File: config.mk
export PLATFORM = sky130hd
export DESIGN_NAME = rf_sync_rx
export DESIGN_NICKNAME = d
export VERILOG_FILES = /design/src/rtl/rf_sync_rx_pkg.sv /design/src/rtl/rf_sync_rx_byte_fifo.sv /design/src/rtl/rf_sync_rx.sv
export SDC_FILE = /design/constraint.sdc
export NUM_CORES = 1
export LEC_CHECK = 0
export ABC_AREA = 1
export CORE_MARGIN = 3
export CORE_UTILIZATION = 35
export CTS_CLUSTER_DIAMETER = 80
export DETAILED_ROUTE_END_ITERATION = 8
export PLACE_DENSITY_LB_ADDON = 0.2
export RECOVER_POWER = 100
export SKIP_CTS_REPAIR_TIMING = 1
export SYNTH_ARGS = -nofsm -noshare
export SYNTH_HDL_FRONTEND = slang
export SYNTH_SLANG_ARGS = --single-unit
File: constraint.sdc
create_clock -name i_PCLK -period 5.8 [get_ports i_PCLK]
set_input_delay 1.16 -clock i_PCLK [delete_from_list [all_inputs] [get_ports i_PCLK]]
set_output_delay 1.16 -clock i_PCLK [all_outputs]
set_load 0.05 [all_outputs]
File: src/rtl/rf_sync_rx_pkg.sv
// Shared definitions for the RF pulse-train receiver: slicer state
// encodings, default timing constants and a constant clog2 helper.
`timescale 1ns/1ps
package rf_sync_rx_pkg;

  typedef enum logic [1:0] {
    ST_HUNT = 2'd0,
    ST_PRE  = 2'd1,
    ST_DATA = 2'd2
  } rx_state_t;

  localparam int DEF_PKT_BITS   = 24;
  localparam int DEF_PRE_BITS   = 8;
  localparam int DEF_CNT_W      = 20;
  localparam int DEF_MIN_T      = 64;
  localparam int DEF_TOL_SHIFT  = 3;
  localparam int DEF_FIFO_DEPTH = 4;

  // Smallest r with 2**r >= value; usable in parameter and port expressions.
  function automatic int clog2(input int value);
    int r;
    r = 0;
    while ((1 << r) < value) r++;
    return r;
  endfunction

endpackage

File: src/rtl/rf_sync_rx_byte_fifo.sv
// First-word-fall-through byte FIFO. The head entry is presented
// combinationally (0 when empty); a push becomes visible on the next cycle.
// A push while full succeeds only if a pop frees the head in the same cycle.
`timescale 1ns/1ps
module rf_sync_rx_byte_fifo
  import rf_sync_rx_pkg::*;
#(
  parameter int DEPTH = DEF_FIFO_DEPTH
) (
  input  logic                  clk,
  input  logic                  srst,
  input  logic                  push,
  input  logic [7:0]            push_data,
  input  logic                  pop,
  output logic [7:0]            head,
  output logic                  empty,
  output logic                  full,
  output logic [clog2(DEPTH):0] level
);

  localparam int AW = clog2(DEPTH);

  logic [7:0]    mem [DEPTH];
  logic [AW-1:0] wr_ptr_reg;
  logic [AW-1:0] rd_ptr_reg;
  logic [AW:0]   level_reg;
  logic          pop_ok;
  logic          push_ok;

  assign empty   = (level_reg == '0);
  assign full    = (level_reg == (AW+1)'(DEPTH));
  assign pop_ok  = pop & ~empty;
  assign push_ok = push & (~full | pop_ok);
  assign level   = level_reg;
  assign head    = empty ? 8'h00 : mem[rd_ptr_reg];

  // Storage write; contents need no reset since empty masks the head.
  always_ff @(posedge clk) begin
    if (push_ok) mem[wr_ptr_reg] <= push_data;
  end

  // Pointer and occupancy bookkeeping; pointers wrap naturally (DEPTH is 2**AW).
  always_ff @(posedge clk) begin
    if (srst) begin
      wr_ptr_reg <= '0;
      rd_ptr_reg <= '0;
      level_reg  <= '0;
    end else begin
      if (push_ok) wr_ptr_reg <= wr_ptr_reg + AW'(1);
      if (pop_ok)  rd_ptr_reg <= rd_ptr_reg + AW'(1);
      case ({push_ok, pop_ok})
        2'b10:   level_reg <= level_reg + (AW+1)'(1);
        2'b01:   level_reg <= level_reg - (AW+1)'(1);
        default: level_reg <= level_reg;
      endcase
    end
  end

endmodule

File: src/rtl/rf_sync_rx.sv
// RF pulse-train packet receiver. Synchronises the RF pin, learns the bit
// period from a run of evenly spaced preamble pulses, then slices data bits
// (pulse in slot = 1, empty slot = 0) into MSB-first bytes for a byte FIFO.
`timescale 1ns/1ps
module rf_sync_rx
  import rf_sync_rx_pkg::*;
#(
  parameter int PKT_BITS   = DEF_PKT_BITS,
  parameter int PRE_BITS   = DEF_PRE_BITS,
  parameter int CNT_W      = DEF_CNT_W,
  parameter int MIN_T      = DEF_MIN_T,
  parameter int TOL_SHIFT  = DEF_TOL_SHIFT,
  parameter int FIFO_DEPTH = DEF_FIFO_DEPTH
) (
  input  logic                       i_PCLK,
  input  logic                       i_PRESET,
  input  logic                       i_enable,
  input  logic                       i_rfin,
  input  logic                       i_rd,
  input  logic                       i_clr_ovf,
  output logic [7:0]                 o_rx_data,
  output logic                       o_rx_valid,
  output logic [clog2(FIFO_DEPTH):0] o_fifo_level,
  output logic                       o_pkt_rec,
  output logic                       o_busy,
  output logic [CNT_W-1:0]           o_period,
  output logic                       o_ovf
);

  localparam int PCNT_W = 5;
  localparam int BIT_W  = clog2(PKT_BITS);
  localparam logic [CNT_W-1:0] TIMER_MAX = '1;

  rx_state_t        state_reg,   state_next;
  logic [CNT_W-1:0] timer_reg,   timer_next;
  logic [PCNT_W-1:0] pcnt_reg,   pcnt_next;
  logic [CNT_W-1:0] iprev_reg,   iprev_next;
  logic [CNT_W-1:0] period_reg,  period_next;
  logic [BIT_W-1:0] bit_idx_reg, bit_idx_next;
  logic [7:0]       byte_reg,    byte_next;
  logic             pkt_rec_reg, pkt_rec_next;
  logic             ovf_reg;

  logic rfin_meta_reg, rfin_sync_reg, rfin_prev_reg;
  logic rfin_edge;

  logic [CNT_W-1:0] elapsed;
  logic [CNT_W-1:0] half_t;
  logic [CNT_W:0]   slot_end;
  logic [CNT_W-1:0] diff;
  logic [CNT_W-1:0] tol;
  logic             bit_valid;
  logic             bit_val;
  logic             push;
  logic [7:0]       push_data;
  logic             fifo_empty;
  logic             fifo_full;
  logic             fifo_drop;

  // Two-flop synchroniser plus one history flop for rising-edge detection.
  always_ff @(posedge i_PCLK) begin
    if (i_PRESET) begin
      rfin_meta_reg <= 1'b0;
      rfin_sync_reg <= 1'b0;
      rfin_prev_reg <= 1'b0;
    end else begin
      rfin_meta_reg <= i_rfin;
      rfin_sync_reg <= rfin_meta_reg;
      rfin_prev_reg <= rfin_sync_reg;
    end
  end

  assign rfin_edge = rfin_sync_reg & ~rfin_prev_reg;

  // elapsed = cycles since the last accepted edge, counting this one,
  // so an edge arriving N cycles after the previous one measures exactly N.
  assign elapsed  = (timer_reg == TIMER_MAX) ? timer_reg : timer_reg + CNT_W'(1);
  assign half_t   = period_reg >> 1;
  assign slot_end = {1'b0, period_reg} + {1'b0, half_t};
  assign diff     = (elapsed >= iprev_reg) ? (elapsed - iprev_reg) : (iprev_reg - elapsed);
  assign tol      = iprev_reg >> TOL_SHIFT;
  assign push_data = byte_next;

  // Slicer next-state: preamble lock, slot decisions and byte assembly.
  always_comb begin
    state_next   = state_reg;
    timer_next   = elapsed;
    pcnt_next    = pcnt_reg;
    iprev_next   = iprev_reg;
    period_next  = period_reg;
    bit_idx_next = bit_idx_reg;
    byte_next    = byte_reg;
    pkt_rec_next = 1'b0;
    push         = 1'b0;
    bit_valid    = 1'b0;
    bit_val      = 1'b0;

    if (!i_enable) begin
      state_next   = ST_HUNT;
      pcnt_next    = '0;
      bit_idx_next = '0;
      byte_next    = '0;
    end else begin
      case (state_reg)
        ST_HUNT: begin
          if (rfin_edge) begin
            state_next = ST_PRE;
            pcnt_next  = PCNT_W'(1);
            timer_next = '0;
          end
        end

        ST_PRE: begin
          if (rfin_edge && (elapsed >= CNT_W'(MIN_T))) begin
            timer_next = '0;
            if (pcnt_reg == PCNT_W'(1)) begin
              iprev_next = elapsed;
              pcnt_next  = PCNT_W'(2);
            end else if (diff <= tol) begin
              iprev_next = elapsed;
              if (pcnt_reg + PCNT_W'(1) == PCNT_W'(PRE_BITS)) begin
                period_next  = elapsed;
                state_next   = ST_DATA;
                bit_idx_next = '0;
                byte_next    = '0;
              end else begin
                pcnt_next = pcnt_reg + PCNT_W'(1);
              end
            end else begin
              // Interval out of tolerance: this edge starts a fresh preamble.
              pcnt_next = PCNT_W'(1);
            end
          end else if (elapsed == TIMER_MAX) begin
            state_next = ST_HUNT;
          end
        end

        ST_DATA: begin
          if (rfin_edge && (elapsed >= half_t)) begin
            bit_valid  = 1'b1;
            bit_val    = 1'b1;
            timer_next = '0;
          end else if ({1'b0, elapsed} >= slot_end) begin
            // Empty slot: move to the next slot centre without resyncing.
            bit_valid  = 1'b1;
            bit_val    = 1'b0;
            timer_next = half_t;
          end else if (elapsed == TIMER_MAX) begin
            state_next = ST_HUNT;
          end

          if (bit_valid) begin
            byte_next    = {byte_reg[6:0], bit_val};
            bit_idx_next = bit_idx_reg + BIT_W'(1);
            if (bit_idx_reg[2:0] == 3'b111) push = 1'b1;
            if (bit_idx_reg == BIT_W'(PKT_BITS - 1)) begin
              pkt_rec_next = 1'b1;
              state_next   = ST_HUNT;
            end
          end
        end

        default: state_next = ST_HUNT;
      endcase
    end
  end

  // Slicer state registers.
  always_ff @(posedge i_PCLK) begin
    if (i_PRESET) begin
      state_reg   <= ST_HUNT;
      timer_reg   <= '0;
      pcnt_reg    <= '0;
      iprev_reg   <= '0;
      period_reg  <= '0;
      bit_idx_reg <= '0;
      byte_reg    <= '0;
      pkt_rec_reg <= 1'b0;
    end else begin
      state_reg   <= state_next;
      timer_reg   <= timer_next;
      pcnt_reg    <= pcnt_next;
      iprev_reg   <= iprev_next;
      period_reg  <= period_next;
      bit_idx_reg <= bit_idx_next;
      byte_reg    <= byte_next;
      pkt_rec_reg <= pkt_rec_next;
    end
  end

  // When full, the head is present, so a requested read always frees a slot.
  assign fifo_drop = push & fifo_full & ~i_rd;

  // Sticky overflow flag; a new drop outranks a clear in the same cycle.
  always_ff @(posedge i_PCLK) begin
    if (i_PRESET)       ovf_reg <= 1'b0;
    else if (fifo_drop) ovf_reg <= 1'b1;
    else if (i_clr_ovf) ovf_reg <= 1'b0;
  end

  rf_sync_rx_byte_fifo #(
    .DEPTH (FIFO_DEPTH)
  ) u_fifo (
    .clk       (i_PCLK),
    .srst      (i_PRESET),
    .push      (push),
    .push_data (push_data),
    .pop       (i_rd),
    .head      (o_rx_data),
    .empty     (fifo_empty),
    .full      (fifo_full),
    .level     (o_fifo_level)
  );

  assign o_rx_valid = ~fifo_empty;
  assign o_pkt_rec  = pkt_rec_reg;
  assign o_busy     = (state_reg != ST_HUNT);
  assign o_period   = period_reg;
  assign o_ovf      = ovf_reg;

endmodule

==> summary.md, run 1 <==
| Metric | Value |
|---|---|
| Rows | `63` |
| # nets final | `1750` |
| Worst hold slack | `0.405 ns` |
| Starting DRT DRC Count | `603` |
| Setup ws final | `0.214 ns` |
| ANT cells | `0` |
| Syn nets | `1672` |
| Root buf cell | `clkbuf_16` |
| Share of cells above drive strength 1 | `0.119` |
| Tmin final | `5.59 ns` |
| Number of top-level pins | `41` |
| Die area | `32400 µm²` |
| Crit path kind | `flop to flop` |
| Unique masters post-synth | `55` |
| Max Slew Vio Count | `0` |
| Initial antenna violation count | `0` |
| Vias/cell | `4.93` |
| Total global routing overflow | `0` |
| GRT Overall Usage | `0.182` |
| Input/output buffers | `40` |
| Wire per inst | `15.1 µm` |
| DP HPWL | `23800 µm` |
| CP max FO | `7` |
| Share of total power in the clock network | `0.357` |
| Asr flop ratio synth | `0` |
| Pre-CTS setup slack | `-0.268 ns` |
| First-pass GRT wire length | `48500 µm` |
| Yosys warning count | `0` |
| Main flop type after synthesis | `dfxtp_1` |
| Area after DPL | `11600 µm²` |
| Commonest non-fill, non-tap cell in the layout | `nand2_1` |
| Cell Area, Synth | `10600 µm²` |
| Post-route cell area | `12600 µm²` |
| Worst clock skew | `0.0118 ns` |
| Startpoint types | `flop` |
| Num CTS Buffers | `17` |
| Setup violators final | `0` |
| Sw frac | `0.375` |
| Worst Hold Class | `flop to flop` |
| Fmax | `0.179 GHz` |
| Reg with most FFs | `u_fifo.mem` |
| Crit path DAT | `5.75 ns` |
| Int Pwr | `1910 µW` |
| Die width | `180 µm` |
| Max-Cap Viols | `0` |
| Leak | `0.00609 µW` |
| Syn-to-layout area delta | `18.8%` |
| Initial Util | `0.357` |
| Outcome | `completed` |
| Yosys reg bits | `126` |
| Sw Pwr | `1150 µW` |
| Seq pwr share | `0.312` |
| Slew @ Worst Pin | `1.30 ns` |
| FF-to-FF setup slack | `0.21 ns` |
| Power density over the cells | `243 nW/µm²` |
| Cells after synthesis | `1533` |
| Maximum buffer depth of the clock tree | `2` |
| Die H | `180 µm` |
| Avg Cell Area, Syn | `6.92 µm²` |
| GPL Wtd Cong | `0.936` |
| Total negative slack | `0 ns` |
| CORE AREA | `29700 µm²` |
| Vias in the first global route | `9555` |
| Clk sinks | `126` |
| Final hold vios | `0` |
| Drt drc | `0` |
| Final wirelength | `30400 µm` |
| H-tree depth reported by CTS | `4` |
| Via count | `9936` |
| Sequential element share of the synthesized area | `0.268` |
| CP max stage cell | `fa_1` |
| Post-synth EDFFs | `32` |
| Worst-Skew Late Latency | `0.43 ns` |
| Drt pass-1 iters | `7` |
| CTS tree | `yes` |
| Most frequent cells in the layout | `nand2_1, nor2_1, inv_1, a21oi_1, ha_1` |
| Comb pwr share | `0.331` |
| Max reg flops | `32` |
| Final worst-path cycle share | `0.963` |
| Required time of the critical path | `5.97 ns` |
| CP max stage delay | `0.40 ns` |
| Rel. slew slack | `0.134` |
| Pin count of the biggest net entering global routing | `41` |
| Setup crit end kind | `flop` |
| Clock slew at reported path FFs | `0.06 ns` |
| Post-route ant nets | `0` |
| VDD IR max | `0.000158 V` |
[worst max-delay path, delay by kind of cell (launching register included)]
kind | cells | cell delay, ns
and+or+nand+nor | 17 | 1.89
adders and majority gates | 4 | 1.14
AOI/OAI and AO/OA | 6 | 0.91
buffers and inverters | 7 | 0.82
xor gates and xnor gates | 1 | 0.20
DFF | 1 | 0.36
[worst paths after layout]
path                                               start                          to  depth (start not counted)
worst max-delay path             timer_reg[1]$_SDFF_PP0_  u_fifo.mem[0][0]$_DFFE_PP_                         35
worst min-delay path            rfin_meta_reg$_SDFF_PP0_    rfin_sync_reg$_SDFF_PP0_                          2
worst max register to register   timer_reg[1]$_SDFF_PP0_  u_fifo.mem[0][0]$_DFFE_PP_                         35
worst min register to register  rfin_meta_reg$_SDFF_PP0_    rfin_sync_reg$_SDFF_PP0_                          2
[per-layer routing]
| layer | up-vias | track usage | wire length [µm] | share of wire |
|---|---|---|---|---|
| li1 | 5172 | - | - | - |
| met1 | 4564 | 0.248 | 14800 | 0.49 |
| met3 | 44 | 0.0208 | 816 | 0.027 |
| met4 | 0 | 0.0623 | 718 | 0.024 |
| met5 | - | 0 | 0 | 0 |
| met2 | 156 | 0.302 | 14000 | 0.46 |
[area by class of cell]
cell class / instances / area, µm²
well taps: 390 / 488
fillers: 3082 / 17100
repair buffers: 92 / 827
flip-flops and latches: 126 / 2850
clock inverters: 15 / 173
multi-input cells: 1172 / 7070
inverters: 202 / 764
clock buffers: 17 / 425
[through the flow]
step | total power, µW | util | cells
floorplan | 1640 | - | 1533
global placement | 1930 | 0.390 | 1966
detailed placement | 1930 | 0.390 | 1966
CTS | 3030 | 0.410 | 1998
global route | 3220 | 0.424 | 2014
finish | 3050 | 0.424 | 2014
[power by group through the flow]
stage	clock network, µW	registers (µW)	logic (µW)
floorplan	0	980	658
global placement	0	971	955
detailed placement	0	972	956
CTS	1120	953	963
global route	1150	958	1110
finish	1090	953	1010
[synth_stat cells, types with 5 or more instances]
library cell | count | share of area
mux2i_1 | 9 | 0.0085
a21boi_0 | 5 | 0.0035
nor2_4 | 6 | 0.0064
nor3_1 | 19 | 0.0090
buf_6 | 7 | 0.0074
nand4_1 | 18 | 0.011
o21ai_0 | 105 | 0.050
clkbuf_1 | 17 | 0.0060
inv_2 | 15 | 0.0053
dfxtp_1 | 94 | 0.18
nand2_2 | 22 | 0.013
edfxtp_1 | 32 | 0.091
xnor2_1 | 21 | 0.017
nand3_1 | 52 | 0.025
a21o_1 | 5 | 0.0035
buf_2 | 8 | 0.0038
a31oi_1 | 6 | 0.0035
o22ai_1 | 5 | 0.0030
o21ai_1 | 10 | 0.0047
nand2_1 | 340 | 0.12
ha_1 | 129 | 0.15
o22ai_2 | 10 | 0.012
nor2_1 | 210 | 0.074
a21oi_1 | 121 | 0.057
inv_1 | 186 | 0.066
xor2_1 | 33 | 0.027
[cells by family after synthesis]
group / after synthesis / share of synthesized area
flops: 126 / 0.268
compound gates: 288 / 0.153
buf+inv: 237 / 0.0905
simple gates: 686 / 0.276
mux: 9 / 0.00850
xor+xnor: 54 / 0.0446
fa+ha+maj: 133 / 0.160
Power figures use the tool's default switching activity.
==> run 2, diff against run 1 <==
--- a/config.mk
+++ b/config.mk
@@ -7,8 +7,7 @@
 export LEC_CHECK = 0
 export ABC_AREA = 1
 export CORE_MARGIN = 3
-export CORE_UTILIZATION = 35
-export CTS_CLUSTER_DIAMETER = 80
+export CORE_UTILIZATION = 30
 export DETAILED_ROUTE_END_ITERATION = 8
 export PLACE_DENSITY_LB_ADDON = 0.2
 export RECOVER_POWER = 100
==> summary.md, run 2 (same netlist as run 1, synthesis figures left out) <==
| Metric | Value |
|---|---|
| CP max FO | `20 (was 7)` |
| Most frequent cells in the layout | `nand2_1, nor2_1, inv_1, a21oi_1, ha_1 (unchanged)` |
| Syn-to-layout area delta | `20.5% (was 18.8%)` |
| Starting DRT DRC Count | `525 (was 603)` |
| Rel. slew slack | `0.187 (was 0.134)` |
| Final wirelength | `31300 µm (was 30400 µm)` |
| GPL Wtd Cong | `0.931 (was 0.936)` |
| Number of top-level pins | `41 (unchanged)` |
| Post-route ant nets | `0 (unchanged)` |
| Setup crit end kind | `flop (unchanged)` |
| VDD IR max | `0.000155 V (was 0.000158 V)` |
| Max-Cap Viols | `0 (unchanged)` |
| Worst Hold Class | `flop to flop (unchanged)` |
| Share of cells above drive strength 1 | `0.123 (was 0.119)` |
| Wire per inst | `15.0 µm (was 15.1 µm)` |
| Pre-CTS setup slack | `-0.322 ns (was -0.268 ns)` |
| ANT cells | `0 (unchanged)` |
| Vias/cell | `4.77 (was 4.93)` |
| H-tree depth reported by CTS | `4 (unchanged)` |
| Core Util, Final | `0.368 (was 0.424)` |
| Die area | `37600 µm² (was 32400 µm²)` |
| Via count | `9950 (was 9936)` |
| Die width | `194 µm (was 180 µm)` |
| Worst-Skew Late Latency | `0.43 ns (about the same)` |
| Clock slew at reported path FFs | `0.06 ns (about the same)` |
| Final worst-path cycle share | `0.926 (was 0.963)` |
| Rows | `68 (was 63)` |
| Power density over the cells | `240 nW/µm² (was 243 nW/µm²)` |
| Initial antenna violation count | `0 (unchanged)` |
| Slew @ Worst Pin | `1.22 ns (was 1.30 ns)` |
| Fmax | `0.186 GHz (was 0.179 GHz)` |
| Total global routing overflow | `0 (unchanged)` |
| Die H | `194 µm (was 180 µm)` |
| Commonest non-fill, non-tap cell in the layout | `nand2_1 (unchanged)` |
| Maximum buffer depth of the clock tree | `2 (unchanged)` |
| GRT Overall Usage | `0.164 (was 0.182)` |
| Overall power | `3070 µW (was 3050 µW)` |
| Worst clock skew | `0.00803 ns (was 0.0118 ns)` |
| Drt drc | `0 (unchanged)` |
| Leak | `0.00616 µW (was 0.00609 µW)` |
| Max reg flops | `32 (unchanged)` |
| CP max stage delay | `0.41 ns (was 0.40 ns)` |
| Vias in the first global route | `9773 (was 9555)` |
| Crit path DAT | `5.70 ns (was 5.75 ns)` |
| CP max stage cell | `fa_2 (was fa_1)` |
| Final hold vios | `0 (unchanged)` |
| Crit path kind | `flop to flop (unchanged)` |
| Outcome | `completed (unchanged)` |
| Input/output buffers | `40 (unchanged)` |
| Num CTS Buffers | `17 (unchanged)` |
| First-pass GRT wire length | `50200 µm (was 48500 µm)` |
| # nets final | `1757 (was 1750)` |
| Setup ws final | `0.429 ns (was 0.214 ns)` |
| Max Slew Vio Count | `0 (unchanged)` |
| Setup violators final | `0 (unchanged)` |
| CTS tree | `yes (unchanged)` |
| Tmin final | `5.37 ns (was 5.59 ns)` |
| Startpoint types | `flop (unchanged)` |
| Required time of the critical path | `6.12 ns (was 5.97 ns)` |
| Initial Util | `0.305 (was 0.357)` |
| Worst hold slack | `0.403 ns (was 0.405 ns)` |
| Reg with most FFs | `u_fifo.mem (unchanged)` |
| Pin count of the biggest net entering global routing | `41 (unchanged)` |
| Root buf cell | `clkbuf_16 (unchanged)` |
| Clk sinks | `126 (unchanged)` |
| CORE AREA | `34700 µm² (was 29700 µm²)` |
| Drt pass-1 iters | `4 (was 7)` |
| Total negative slack | `0 ns (unchanged)` |
| DP HPWL | `24400 µm (was 23800 µm)` |
run 2: worst max-delay path: cells and delay by family (launching register included):
kind	cells	cell delay (ns)
DFF	1	0.35
adders and majority gates	4	1.05
xor gates and xnor gates	1	0.12
and+or+nand+nor	22	2.73
buffers and inverters	4	0.57
AOI/OAI and AO/OA	3	0.44
run 2: final timing paths:
check,slack [ns],end,startpoint,cells past startpoint
setup reg to reg,0.43,o_period[12]$_SDFFE_PP0P_,timer_reg[1]$_SDFF_PP0_,34
setup / recovery,0.43,o_period[12]$_SDFFE_PP0P_,timer_reg[1]$_SDFF_PP0_,34
hold / removal,0.40,rfin_sync_reg$_SDFF_PP0_,rfin_meta_reg$_SDFF_PP0_,2
hold reg to reg,0.40,rfin_sync_reg$_SDFF_PP0_,rfin_meta_reg$_SDFF_PP0_,2
run 2: metrics by stage:
stage	std cells	instance area [µm²]
global placement	2036	11700
global route	2086	12800
floorplan	1533	10600
CTS	2068	12300
detailed placement	2036	11700
finish	2086	12800
run 2: cell type report:
type	count	area, µm²
timing repair buffer	99	918
clock buffer	17	425
clock inverter	15	173
sequential	126	2840
multi-input combinational	1172	7080
tap	455	569
fill	3749	21900
inverter	202	764
run 2: metal layers:
layer / part of all wire / GRT usage
met1: 0.49 / 0.222
met2: 0.45 / 0.269
met4: 0.028 / 0.0569
met3: 0.026 / 0.0203
met5: 0 / 0
run 2: where the power goes:
part           total [µW]  internal, µW  switching [µW]
Clock                1100           647             457
Combinational        1010           337             672
Sequential            954           919            34.4
==> run 3, diff against run 2 <==
--- a/config.mk
+++ b/config.mk
@@ -5,7 +5,6 @@
 export SDC_FILE = /design/constraint.sdc
 export NUM_CORES = 1
 export LEC_CHECK = 0
-export ABC_AREA = 1
 export CORE_MARGIN = 3
 export CORE_UTILIZATION = 30
 export DETAILED_ROUTE_END_ITERATION = 8
==> summary.md, run 3 <==
| Metric | Value |
|---|---|
| CP max stage cell | `nor4_4 (was fa_2)` |
| H-tree depth reported by CTS | `4 (unchanged)` |
| Drt drc | `0 (unchanged)` |
| Avg Cell Area, Syn | `8.34 µm² (was 6.92 µm²)` |
| Seq pwr share | `0.347 (was 0.311)` |
| Crit path DAT | `6.51 ns (was 5.70 ns)` |
| Synth top area share | `0.186 (was 0.178)` |
| Sw Pwr | `700 µW (was 1160 µW)` |
| Sequential element share of the synthesized area | `0.281 (was 0.268)` |
| Syn nets | `1354 (was 1672)` |
| Int Pwr | `1900 µW (about the same)` |
| Placed cells | `1859 (was 2036)` |
| Top cell type by total area after synthesis | `dfxtp_1 (unchanged)` |
| CTS tree | `yes (unchanged)` |
| Share of total power in the clock network | `0.454 (was 0.360)` |
| Core Util, Final | `0.439 (was 0.368)` |
| Vias in the first global route | `9475 (was 9773)` |
| Most frequent cells in the layout | `buf_4, ha_1, nor2_1, nand2_1, inv_1 (was nand2_1, nor2_1, inv_1, a21oi_1, ha_1)` |
| Final hold vios | `0 (unchanged)` |
| CORE AREA | `32900 µm² (was 34700 µm²)` |
| VDD IR max | `0.000182 V (was 0.000155 V)` |
| Total global routing overflow | `0 (unchanged)` |
| Maximum buffer depth of the clock tree | `2 (unchanged)` |
| Xor/xnor cell area share of the yosys netlist | `0.0398 (was 0.0446)` |
| Final worst-path cycle share | `1.07 (was 0.926)` |
| Worst clock skew | `0.00785 ns (was 0.00803 ns)` |
| GRT Overall Usage | `0.173 (was 0.164)` |
| Rows | `66 (was 68)` |
| Post-route ant nets | `0 (unchanged)` |
| Num CTS Buffers | `17 (unchanged)` |
| Cell Area, Synth | `10100 µm² (was 10600 µm²)` |
| Root buf cell | `clkbuf_16 (unchanged)` |
| Top cells by count, synth | `ha_1, nor2_1, dfxtp_1, inv_1, nand2_1 (was nand2_1, nor2_1, inv_1, ha_1, a21oi_1)` |
| Setup crit end kind | `flop (unchanged)` |
| Overall power | `2600 µW (was 3070 µW)` |
| Post-synth EDFFs | `32 (unchanged)` |
| Rel. slew slack | `0.207 (was 0.187)` |
| Wire per inst | `17.0 µm (was 15.0 µm)` |
| Startpoint types | `flop (unchanged)` |
| Mux cell area share after synthesis | `0.0488 (was 0.00850)` |
| Fin cells | `1919 (was 2086)` |
| Sw frac | `0.269 (was 0.379)` |
| # nets final | `1603 (was 1757)` |
| Setup ws final | `-0.388 ns (was 0.429 ns)` |
| Yosys warning count | `0 (unchanged)` |
| Failing checks | `negative setup slack` |
| Via count | `9811 (was 9950)` |
| Complex-gate fraction of the synthesized area | `0.202 (was 0.153)` |
| Ranking of synthesized cells by area | `dfxtp_1, ha_1, edfxtp_1 (was dfxtp_1, ha_1, nand2_1)` |
| Input/output buffers | `40 (unchanged)` |
| Comb pwr share | `0.199 (was 0.329)` |
| Worst Hold Class | `flop to flop (unchanged)` |
| Fmax | `0.162 GHz (was 0.186 GHz)` |
| Die H | `190 µm (was 194 µm)` |
| First-pass GRT wire length | `49900 µm (was 50200 µm)` |
| Clk sinks | `126 (unchanged)` |
| Max Slew Vio Count | `0 (unchanged)` |
| ANT cells | `0 (unchanged)` |
| Unique masters post-synth | `79 (was 55)` |
| Syn-to-layout area delta | `42.4% (was 20.5%)` |
| Tmin final | `6.19 ns (was 5.37 ns)` |
| Post-synthesis simple-gate area fraction | `0.205 (was 0.276)` |
| Worst-Skew Late Latency | `0.42 ns (was 0.43 ns)` |
| Die width | `190 µm (was 194 µm)` |
| GPL Wtd Cong | `0.921 (was 0.931)` |
| Vias/cell | `5.11 (was 4.77)` |
| Required time of the critical path | `6.12 ns (about the same)` |
| Yosys reg bits | `126 (unchanged)` |
| Crit path kind | `flop to flop (unchanged)` |
| Share of cells above drive strength 1 | `0.297 (was 0.123)` |
| Slew @ Worst Pin | `1.18 ns (was 1.22 ns)` |
| Starting DRT DRC Count | `646 (was 525)` |
| CP max FO | `15 (was 20)` |
| CP max stage delay | `0.39 ns (was 0.41 ns)` |
| Max reg flops | `32 (unchanged)` |
| Asr flop ratio synth | `0 (unchanged)` |
| Setup violators final | `92 (was 0)` |
| Adder-Cell Fraction of Synth Area | `0.167 (was 0.160)` |
| Main flop type after synthesis | `dfxtp_1 (unchanged)` |
| Clock slew at reported path FFs | `0.06 ns (about the same)` |
| Drt pass-1 iters | `5 (was 4)` |
| FF-to-FF setup slack | `-0.39 ns (was 0.43 ns)` |
| Reg with most FFs | `u_fifo.mem (unchanged)` |
| Max-Cap Viols | `0 (unchanged)` |
| Commonest non-fill, non-tap cell in the layout | `buf_4 (was nand2_1)` |
| RSZ-0062 raised after global routing | `yes` |
| Initial Util | `0.308 (was 0.305)` |
| Number of top-level pins | `41 (unchanged)` |
| Final wirelength | `32600 µm (was 31300 µm)` |
| DP HPWL | `25000 µm (was 24400 µm)` |
| Largest family of logic cells by synthesized area | `simple AND/OR/NAND/NOR gates (unchanged)` |
| Top-count cell post-synth | `ha_1 (was nand2_1)` |
| Cells after synthesis | `1215 (was 1533)` |
| Initial antenna violation count | `0 (unchanged)` |
| Leak | `0.00591 µW (was 0.00616 µW)` |
| Power density over the cells | `180 nW/µm² (was 240 nW/µm²)` |
| Outcome | `finished, violations left (was completed)` |
| Die area | `36000 µm² (was 37600 µm²)` |
| Pin count of the biggest net entering global routing | `67 (was 41)` |
## run 3: cell count changes after synthesis, sizes merged, moves of 22 or more
cell and delta:
nand3 -29, nor2 -101, inv -107, o21ai -59, a211oi +29, nand2 -270, a21oi -37, and2 +22
clkbuf +29
## run 3: area by class of cell
class	count	area (µm²)
inverters	94	353
multi-input cells	942	7570
flip-flops and latches	126	2870
clock inverters	13	199
clock buffers	19	454
repair buffers	283	2430
well taps	442	553
fillers	3265	18400
## run 3: per-stage QoR
step           TNS, ns  setup WS [ns]  hold slack (ns)  instance area [µm²]
2_1_floorplan    -4.56         -0.137            0.414                10600
3_3_place_gp    -45.92         -0.579            0.420                13000
5_1_grt         -52.98         -0.668            0.469                14400
6_report        -26.77         -0.388            0.440                14400
4_1_cts         -53.12         -0.661            0.447                13600
3_5_place_dp    -48.59         -0.609            0.432                13000
## run 3: logic make-up (layout without fill, tap and decap cells)
logic type	after synthesis	count (layout)
flops	126	126
fa+ha+maj	133	133
buf+inv	148	409
compound gates	312	313
simple gates	411	411
mux	39	39
xor+xnor	46	46
## run 3: per-layer routing
layer  track usage  part of all wire
met1         0.246              0.48
met3        0.0197             0.030
met5             0                 0
met4        0.0523             0.022
met2         0.276              0.47
## run 3: power groups by stage
stage / sequential [µW] / clock, µW / combinational [µW]
5_1_grt: 904 / 1250 / 563
4_1_cts: 904 / 1210 / 457
6_report: 904 / 1180 / 517
3_3_place_gp: 923 / 0 / 451
3_5_place_dp: 923 / 0 / 453
2_1_floorplan: 923 / 0 / 273
## run 3: final timing paths
path                                  from                    endpoint  depth (start not counted)
hold reg to reg   rfin_meta_reg$_SDFF_PP0_    rfin_sync_reg$_SDFF_PP0_                          1
setup / recovery  timer_reg[11]$_SDFF_PP0_  iprev_reg[12]$_SDFFE_PP0P_                         31
setup reg to reg  timer_reg[11]$_SDFF_PP0_  iprev_reg[12]$_SDFFE_PP0P_                         31
hold / removal    rfin_meta_reg$_SDFF_PP0_    rfin_sync_reg$_SDFF_PP0_                          1
## run 3: worst max-delay path, delay by kind of cell, from the launching register on
| kind | cells | cell delay, ns |
|---|---|---|
| xor+xnor | 2 | 0.32 |
| flops | 1 | 0.35 |
| buf+inv | 4 | 0.57 |
| simple gates | 10 | 1.89 |
| compound gates | 11 | 1.90 |
| mux | 1 | 0.23 |
| fa+ha+maj | 3 | 0.83 |
